<file path="src/rtl/platform_field.sv">
// Platform (stair) manager for the vertical scroller: scrolls, bounces and respawns
// N_PLAT platforms and reports per-pixel hits plus spring geometry.

module platform_lane #(
  parameter int IDX      = 0,
  parameter int HALF_W   = 20,
  parameter int HALF_H   = 5,
  parameter int X_MIN    = 170,
  parameter int X_MAX    = 469,
  parameter int Y_MAX    = 479,
  parameter int Y0       = 30,
  parameter int SPACING  = 30,
  parameter int SPD_MAX  = 3,
  parameter int PARK     = 600,
  parameter int TOOL_OFS = 10,
  parameter int TOOL_SZ  = 7
) (
  input  logic       frame_clk,
  input  logic       Reset,
  input  logic [8:0] lfsr_i,
  input  logic [9:0] scroll_i,
  input  logic [9:0] draw_x_i,
  input  logic [9:0] draw_y_i,
  input  logic       move_en_i,
  input  logic       active_i,
  input  logic       spring_en_i,
  output logic [9:0] x_o,
  output logic [9:0] y_o,
  output logic       parked_o,
  output logic       respawn_o,
  output logic       hit_o,
  output logic [9:0] tool_x_o,
  output logic [9:0] tool_y_o,
  output logic [9:0] tool_s_o
);

  localparam int RANGE = X_MAX - X_MIN - 2*HALF_W + 1;
  localparam int SPD   = 1 + (IDX % SPD_MAX);

  localparam logic [9:0] X_RST  = 10'(X_MIN + HALF_W + (IDX*67) % RANGE);
  localparam logic [9:0] Y_RST  = 10'(Y0 + IDX*SPACING);
  localparam logic [9:0] X_LO   = 10'(X_MIN + HALF_W);
  localparam logic [9:0] X_HI   = 10'(X_MAX - HALF_W);
  localparam logic [9:0] PARK10 = 10'(PARK);
  localparam logic [9:0] SPD10  = 10'(SPD);
  localparam logic [8:0] MIX    = 9'(IDX * 32'h9E37);
  localparam logic [8:0] RNG9   = 9'(RANGE);

  localparam logic signed [10:0] SPD_S  = 11'(SPD);
  localparam logic signed [10:0] HW_S   = 11'(HALF_W);
  localparam logic signed [10:0] HH_S   = 11'(HALF_H);
  localparam logic signed [10:0] XMIN_S = 11'(X_MIN);
  localparam logic signed [10:0] XMAX_S = 11'(X_MAX);

  logic [9:0] x_q, x_d, y_q, y_d;
  logic       dir_q, dir_d;        // 1 = moving left
  logic       parked_q, parked_d;
  logic       respawn_q, respawn_d;

  logic [8:0] r_raw, r_fold;
  logic [9:0] rx;
  logic       wrap;
  logic signed [10:0] xs, ys, dx, dy, adx, ady;

  // Per-lane mix of the shared LFSR so same-frame respawns land apart.
  assign r_raw  = lfsr_i ^ MIX;
  assign r_fold = (r_raw >= RNG9) ? r_raw - RNG9 : r_raw;
  assign rx     = X_LO + {1'b0, r_fold};

  assign wrap = (y_q > 10'(Y_MAX));
  assign xs   = $signed({1'b0, x_q});
  assign ys   = $signed({1'b0, y_q});

  always_comb begin
    x_d       = x_q;
    y_d       = y_q;
    dir_d     = dir_q;
    parked_d  = parked_q;
    respawn_d = 1'b0;
    if ((wrap || parked_q) && active_i) begin
      x_d       = rx;
      y_d       = '0;
      parked_d  = 1'b0;
      respawn_d = 1'b1;
    end else if (wrap || parked_q) begin
      x_d      = PARK10;
      y_d      = PARK10;
      parked_d = 1'b1;
    end else begin
      y_d = y_q - scroll_i;
      if (move_en_i) begin
        // Edge clamps only apply in the direction of travel so a bounce can leave the wall.
        if (!dir_q && (xs + SPD_S + HW_S >= XMAX_S)) begin
          x_d   = X_HI;
          dir_d = 1'b1;
        end else if (dir_q && (xs - SPD_S - HW_S <= XMIN_S)) begin
          x_d   = X_LO;
          dir_d = 1'b0;
        end else begin
          x_d = dir_q ? x_q - SPD10 : x_q + SPD10;
        end
      end
    end
  end

  always_ff @(posedge frame_clk or posedge Reset) begin
    if (Reset) begin
      x_q       <= X_RST;
      y_q       <= Y_RST;
      dir_q     <= 1'b0;
      parked_q  <= 1'b0;
      respawn_q <= 1'b0;
    end else begin
      x_q       <= x_d;
      y_q       <= y_d;
      dir_q     <= dir_d;
      parked_q  <= parked_d;
      respawn_q <= respawn_d;
    end
  end

  always_comb begin
    dx    = $signed({1'b0, draw_x_i}) - xs;
    dy    = $signed({1'b0, draw_y_i}) - ys;
    adx   = dx[10] ? -dx : dx;
    ady   = dy[10] ? -dy : dy;
    hit_o = !parked_q && (adx <= HW_S) && (ady <= HH_S);
  end

  assign x_o       = x_q;
  assign y_o       = y_q;
  assign parked_o  = parked_q;
  assign respawn_o = respawn_q;
  assign tool_x_o  = x_q;
  assign tool_y_o  = y_q - 10'(TOOL_OFS);
  assign tool_s_o  = (spring_en_i && !parked_q) ? 10'(TOOL_SZ) : 10'd0;

endmodule

module platform_field #(
  parameter int          N_PLAT   = 14,
  parameter int          HALF_W   = 20,
  parameter int          HALF_H   = 5,
  parameter int          X_MIN    = 170,
  parameter int          X_MAX    = 469,
  parameter int          Y_MAX    = 479,
  parameter int          Y0       = 30,
  parameter int          SPACING  = 30,
  parameter int          SPD_MAX  = 3,
  parameter int          PARK     = 600,
  parameter int          TOOL_OFS = 10,
  parameter int          TOOL_SZ  = 7,
  parameter logic [15:0] SEED     = 16'hACE1
) (
  input  logic                   frame_clk,
  input  logic                   Reset,
  input  logic [9:0]             DrawX,
  input  logic [9:0]             DrawY,
  input  logic [9:0]             scroll,
  input  logic [N_PLAT-1:0]      move_en,
  input  logic [N_PLAT-1:0]      active,
  input  logic [N_PLAT-1:0]      spring_en,
  output logic [N_PLAT-1:0][9:0] plat_x,
  output logic [N_PLAT-1:0][9:0] plat_y,
  output logic [N_PLAT-1:0]      parked,
  output logic [N_PLAT-1:0]      respawn,
  output logic [N_PLAT-1:0]      hit,
  output logic                   any_hit,
  output logic [N_PLAT-1:0][9:0] tool_x,
  output logic [N_PLAT-1:0][9:0] tool_y,
  output logic [N_PLAT-1:0][9:0] tool_s
);

  localparam int RANGE = X_MAX - X_MIN - 2*HALF_W + 1;

  // The 9-bit random offset plus one fold only covers [0,RANGE) for this window.
  if (RANGE < 256 || RANGE > 511) begin : g_range_chk
    $error("platform_field: RANGE=%0d outside [256,511]", RANGE);
  end

  logic [15:0] lfsr_q, lfsr_d;

  assign lfsr_d = {lfsr_q[0] ^ lfsr_q[2] ^ lfsr_q[3] ^ lfsr_q[5], lfsr_q[15:1]};

  always_ff @(posedge frame_clk or posedge Reset) begin
    if (Reset) lfsr_q <= SEED;
    else       lfsr_q <= lfsr_d;
  end

  for (genvar i = 0; i < N_PLAT; i++) begin : g_lane
    platform_lane #(
      .IDX(i), .HALF_W(HALF_W), .HALF_H(HALF_H), .X_MIN(X_MIN), .X_MAX(X_MAX),
      .Y_MAX(Y_MAX), .Y0(Y0), .SPACING(SPACING), .SPD_MAX(SPD_MAX), .PARK(PARK),
      .TOOL_OFS(TOOL_OFS), .TOOL_SZ(TOOL_SZ)
    ) u_lane (
      .frame_clk  (frame_clk),
      .Reset      (Reset),
      .lfsr_i     (lfsr_q[8:0]),
      .scroll_i   (scroll),
      .draw_x_i   (DrawX),
      .draw_y_i   (DrawY),
      .move_en_i  (move_en[i]),
      .active_i   (active[i]),
      .spring_en_i(spring_en[i]),
      .x_o        (plat_x[i]),
      .y_o        (plat_y[i]),
      .parked_o   (parked[i]),
      .respawn_o  (respawn[i]),
      .hit_o      (hit[i]),
      .tool_x_o   (tool_x[i]),
      .tool_y_o   (tool_y[i]),
      .tool_s_o   (tool_s[i])
    );
  end

  assign any_hit = |hit;

endmodule

</file>
<file path="config.mk">
export PLATFORM = sky130hd
export DESIGN_NAME = platform_field
export DESIGN_NICKNAME = d
export VERILOG_FILES = /design/src/rtl/platform_field.sv
export SDC_FILE = /design/constraint.sdc
export NUM_CORES = 2
export LEC_CHECK = 0
export ABC_AREA = 0
export CORE_UTILIZATION = 35
export DETAILED_ROUTE_END_ITERATION = 16
export HOLD_SLACK_MARGIN = 0.05
export SYNTH_ARGS = -nofsm -noshare
export SYNTH_HDL_FRONTEND = slang
export SYNTH_HIERARCHICAL = 1
export SYNTH_SLANG_ARGS = --single-unit
</file>
<file path="constraint.sdc">
create_clock -name frame_clk -period 7.4 [get_ports frame_clk]
set_clock_uncertainty 0.2 [all_clocks]
set_input_delay 1.48 -clock frame_clk [delete_from_list [all_inputs] [get_ports frame_clk]]
set_output_delay 1.48 -clock frame_clk [all_outputs]
set_load 0.02 [all_outputs]
</file>
==> qor.yml <==
core_sq_mm: 0.161
cp.required_ns: 5.72
stdcell_area_sq_mm: 0.0671
ys_seq_area_share_pct: 15.1
synth_warnings: 6
drive_gt1_share_pct: 7.99
cts_tree: "built"
maxSlewViolCount: 0
grt_max_degree: 52
final_cell_mix: "inv_1, clkdlybuf4s50_1, ha_1, nor2_1, a21oi_1"
vdd_ir_drop_max_mv: 0.315
layout_commonest_cell: "inv_1"
pwr-share-comb_pct: 78.4
internal_power_w: 0.0161
endpoint_kind: "output port"
dieHeight_um: 405
dr.pass1.iters: 6
p_sw_share_pct: 54.1
fillers: 16200
synth_area_sq_mm: 0.0569
nNetsFinal: 8744
wirelength_um: 219000
path_class: "in -> out"
path_clk_slew_ns: 0.06
hold_viol: 0
powerDensity_mw_per_mm2: 523
cp_cell_sequence: "clkbuf_4 > buf_4 > inv_1 > ha_1 > inv_1 > fa_1 > a21oi_1 > o2111ai_1 > xnor2_1 > o211ai_1 > or4_4 > a211oi_2 > o2111ai_1 > a221oi_4 > buf_4 > clkdlybuf4s50_1"
startpoint_type: "primary input"
numPortBuffers: 718
cpMaxStageDelayCell: "clkdlybuf4s50_1"
dpl_cell_area_sq_mm: 0.0651
cpPeakStageDelay_ns: 0.60
io_pins: 817
min_path_type: "reg -> reg"
p_switching_w: 0.0190
die_w_um: 405
cts_buffer_depth: 3
drt_iter0_drc: 4776
drc_errors: 0
synth_enable_flop_cells: 0
postRouteAntennaNets: 0
htree_levels: 2
timing.slew.headroom_pct: 21.3
outcome: "completed"
seq_power_share_pct: 14.7
via_per_inst: 5.72
numCtsBuffers: 47
drv_cap: 0
period_needed_ns: 7.18
synthCells: 7444
power_w: 0.0351
synth.distinct_cells: 163
tightest_slew_ns: 1.18
num_rows: 147
initial_utilization_pct: 35.4
p_leak_nw: 28.3
synth_seq_cells: 338
antenna_found_initial: 14
dieArea_sq_mm: 0.164
critical_path_arrival_ns: 5.50
grt_pass1_wl_um: 325000
gp_congestion: 0.926
synthFlopType: "dfrtp_1"
tns_ns: 0
timing.fmax_mhz: 139
dp_hpwl_um: 169000
fin_crit_sh_pct: 97.0
worst_hold_slack_ns: 0.148
clk_latency_ns: 0.65
synthArstFlopShare_pct: 100
syn_avg_cell_area_sq_um: 7.65
via_count: 58300
clockPowerShare_pct: 6.8
cts_root_buf: "clkbuf_16"
clock-sinks: 338
critical_path.max_fanout: 7
grt_pass1_vias: 54200
grt_overflow: 0
wl_per_cell_um: 21.5
setup_violations: 0
grt_use_total_pct: 25.4
syn_to_final_growth_pct: 17.8
==> flip-flops by register name, indices dropped and copies added (netlist names) <==
register / flops
g_lane.u_lane/tool_x_o: 140
g_lane.u_lane/y_o: 140
lfsr_q: 16
g_lane.u_lane/dir_q: 14
g_lane.u_lane/parked_o: 14
g_lane.u_lane/respawn_o: 14
==> critical path, delay by kind of cell <==
family	cells	cell delay [ns]
simple gates	1	0.54
compound gates	6	1.34
fa+ha+maj	2	0.65
buf+inv	6	1.26
xor+xnor	1	0.20
==> repair_timing <==
action | 4_1_cts | 5_1_grt
setup endpoints to repair | 1 | 6
setup buffers | 0 | 15
gates resized for setup | 4 | 57
hold buffers | 0 | 0
pin swaps | 1 | 28
==> synthesized netlist by cell type, types with 23 or more instances <==
| cell | n | share of area, % |
|---|---|---|
| o32ai_1 | 23 | 0.35 |
| mux2i_1 | 49 | 0.86 |
| a22oi_1 | 37 | 0.49 |
| xnor2_1 | 441 | 6.8 |
| nor3b_1 | 44 | 0.58 |
| or2_2 | 29 | 0.32 |
| and2_1 | 52 | 0.57 |
| clkbuf_1 | 104 | 0.69 |
| a21oi_1 | 498 | 4.4 |
| ha_1 | 634 | 14 |
| nand3_1 | 190 | 1.7 |
| nor3_1 | 205 | 1.8 |
| nor2_1 | 568 | 3.7 |
| buf_4 | 285 | 3.8 |
| o22ai_1 | 68 | 0.75 |
| nor2b_1 | 115 | 1.3 |
| and3_1 | 78 | 0.86 |
| a21boi_0 | 29 | 0.38 |
| nand4_1 | 68 | 0.75 |
| a31o_2 | 23 | 0.35 |
| a211oi_1 | 74 | 0.98 |
| nor4_1 | 67 | 0.74 |
| o211ai_1 | 79 | 1.0 |
| o221ai_1 | 36 | 0.55 |
| dfrtp_1 | 214 | 9.4 |
| nand2b_1 | 122 | 1.3 |
| o21bai_1 | 75 | 0.99 |
| o21ai_1 | 38 | 0.33 |
| xor2_1 | 194 | 3.0 |
| o21a_1 | 85 | 1.1 |
| inv_1 | 747 | 4.9 |
| a31oi_1 | 108 | 1.2 |
| o31ai_1 | 45 | 0.59 |
| o2111ai_1 | 34 | 0.52 |
| o31a_1 | 24 | 0.37 |
| nand2_1 | 438 | 2.9 |
| nand3b_1 | 29 | 0.38 |
| fa_1 | 56 | 2.0 |
| a21o_1 | 143 | 1.9 |
| or3_1 | 53 | 0.58 |
| a211o_1 | 25 | 0.38 |
| dfstp_2 | 124 | 5.7 |
| a221oi_1 | 26 | 0.40 |
| o21ai_0 | 462 | 4.1 |
==> cells by family (layout without fill, tap and decap cells) <==
| logic type | after synthesis | count (layout) | synth area share (%) |
|---|---|---|---|
| AOI/OAI and AO/OA | 2259 | 2259 | 27.3 |
| xor gates and xnor gates | 638 | 638 | 9.86 |
| adders and majority gates | 691 | 691 | 15.9 |
| buffers and inverters | 1186 | 1677 | 9.85 |
| DFF | 338 | 338 | 15.1 |
| muxes | 67 | 67 | 1.24 |
| other | 14 | 103 | 0.0923 |
| and+or+nand+nor | 2251 | 2251 | 20.6 |
==> power by group through the flow <==
| stage | Sequential (W) | Clock [W] | Combinational, W |
|---|---|---|---|
| final | 0.00518 | 0.00239 | 0.0275 |
| after global routing | 0.00531 | 0.00251 | 0.0301 |
| after CTS | 0.00514 | 0.00245 | 0.0271 |
| after detailed placement | 0.00516 | 0 | 0.0269 |
| after global placement | 0.00513 | 0 | 0.0265 |
| after floorplan | 0.00482 | 0 | 0.0192 |
==> final timing paths <==
path                                startpoint                                        end  slack, ns  cells past startpoint
setup / recovery                      DrawX[0]                                     hit[7]       0.22                     16
hold / removal             lfsr_q[9]$_DFF_PP0_                        lfsr_q[8]$_DFF_PP0_       0.15                      0
setup reg to reg           lfsr_q[2]$_DFF_PP0_  g_lane[11].u_lane/tool_x_o[8]$_DFFE_PP1P_       3.19                     14
hold reg to reg            lfsr_q[9]$_DFF_PP0_                        lfsr_q[8]$_DFF_PP0_       0.15                      0
max in group asynchronous                Reset          g_lane[8].u_lane/y_o[5]$_DFF_PP0_       4.72                      2
min in group asynchronous                Reset                       lfsr_q[12]$_DFF_PP0_       1.33                      2
==> through the flow <==
stage	setup WS (ns)	instances	utilization [%]
floorplan	0.655	7528	-
global placement	-0.0203	10100	40.4
detailed placement	-0.0556	10100	40.4
CTS	0.00643	10200	41.4
global route	-0.00956	10200	41.7
finish	0.220	10200	41.7
==> routing by layer <==
| metal | wire length, um | track usage (%) | up-vias | share of wire, % |
|---|---|---|---|---|
| met2 | 96700 | 40.3 | 2251 | 44 |
| met4 | 9050 | 9.99 | 6 | 4.1 |
| li1 | - | - | 27700 | - |
| met3 | 17300 | 4.52 | 369 | 7.9 |
| met1 | 96000 | 34.1 | 27900 | 44 |
| met5 | 42 | 0 | - | 0.019 |
==> area by class of cell <==
type	instances	area [sq um]	area share, %
Sequential cell	338	8650	12.9
Antenna cell	5	12.5	0.0187
Tap cell	2160	2700	4.03
Multi-Input combinational cell	6004	43300	64.6
Timing Repair Buffer	830	7980	11.9
Inverter	759	2850	4.25
Clock inverter	21	234	0.349
Clock buffer	67	1320	1.97
Note: power is estimated with default switching activity, not from simulation.
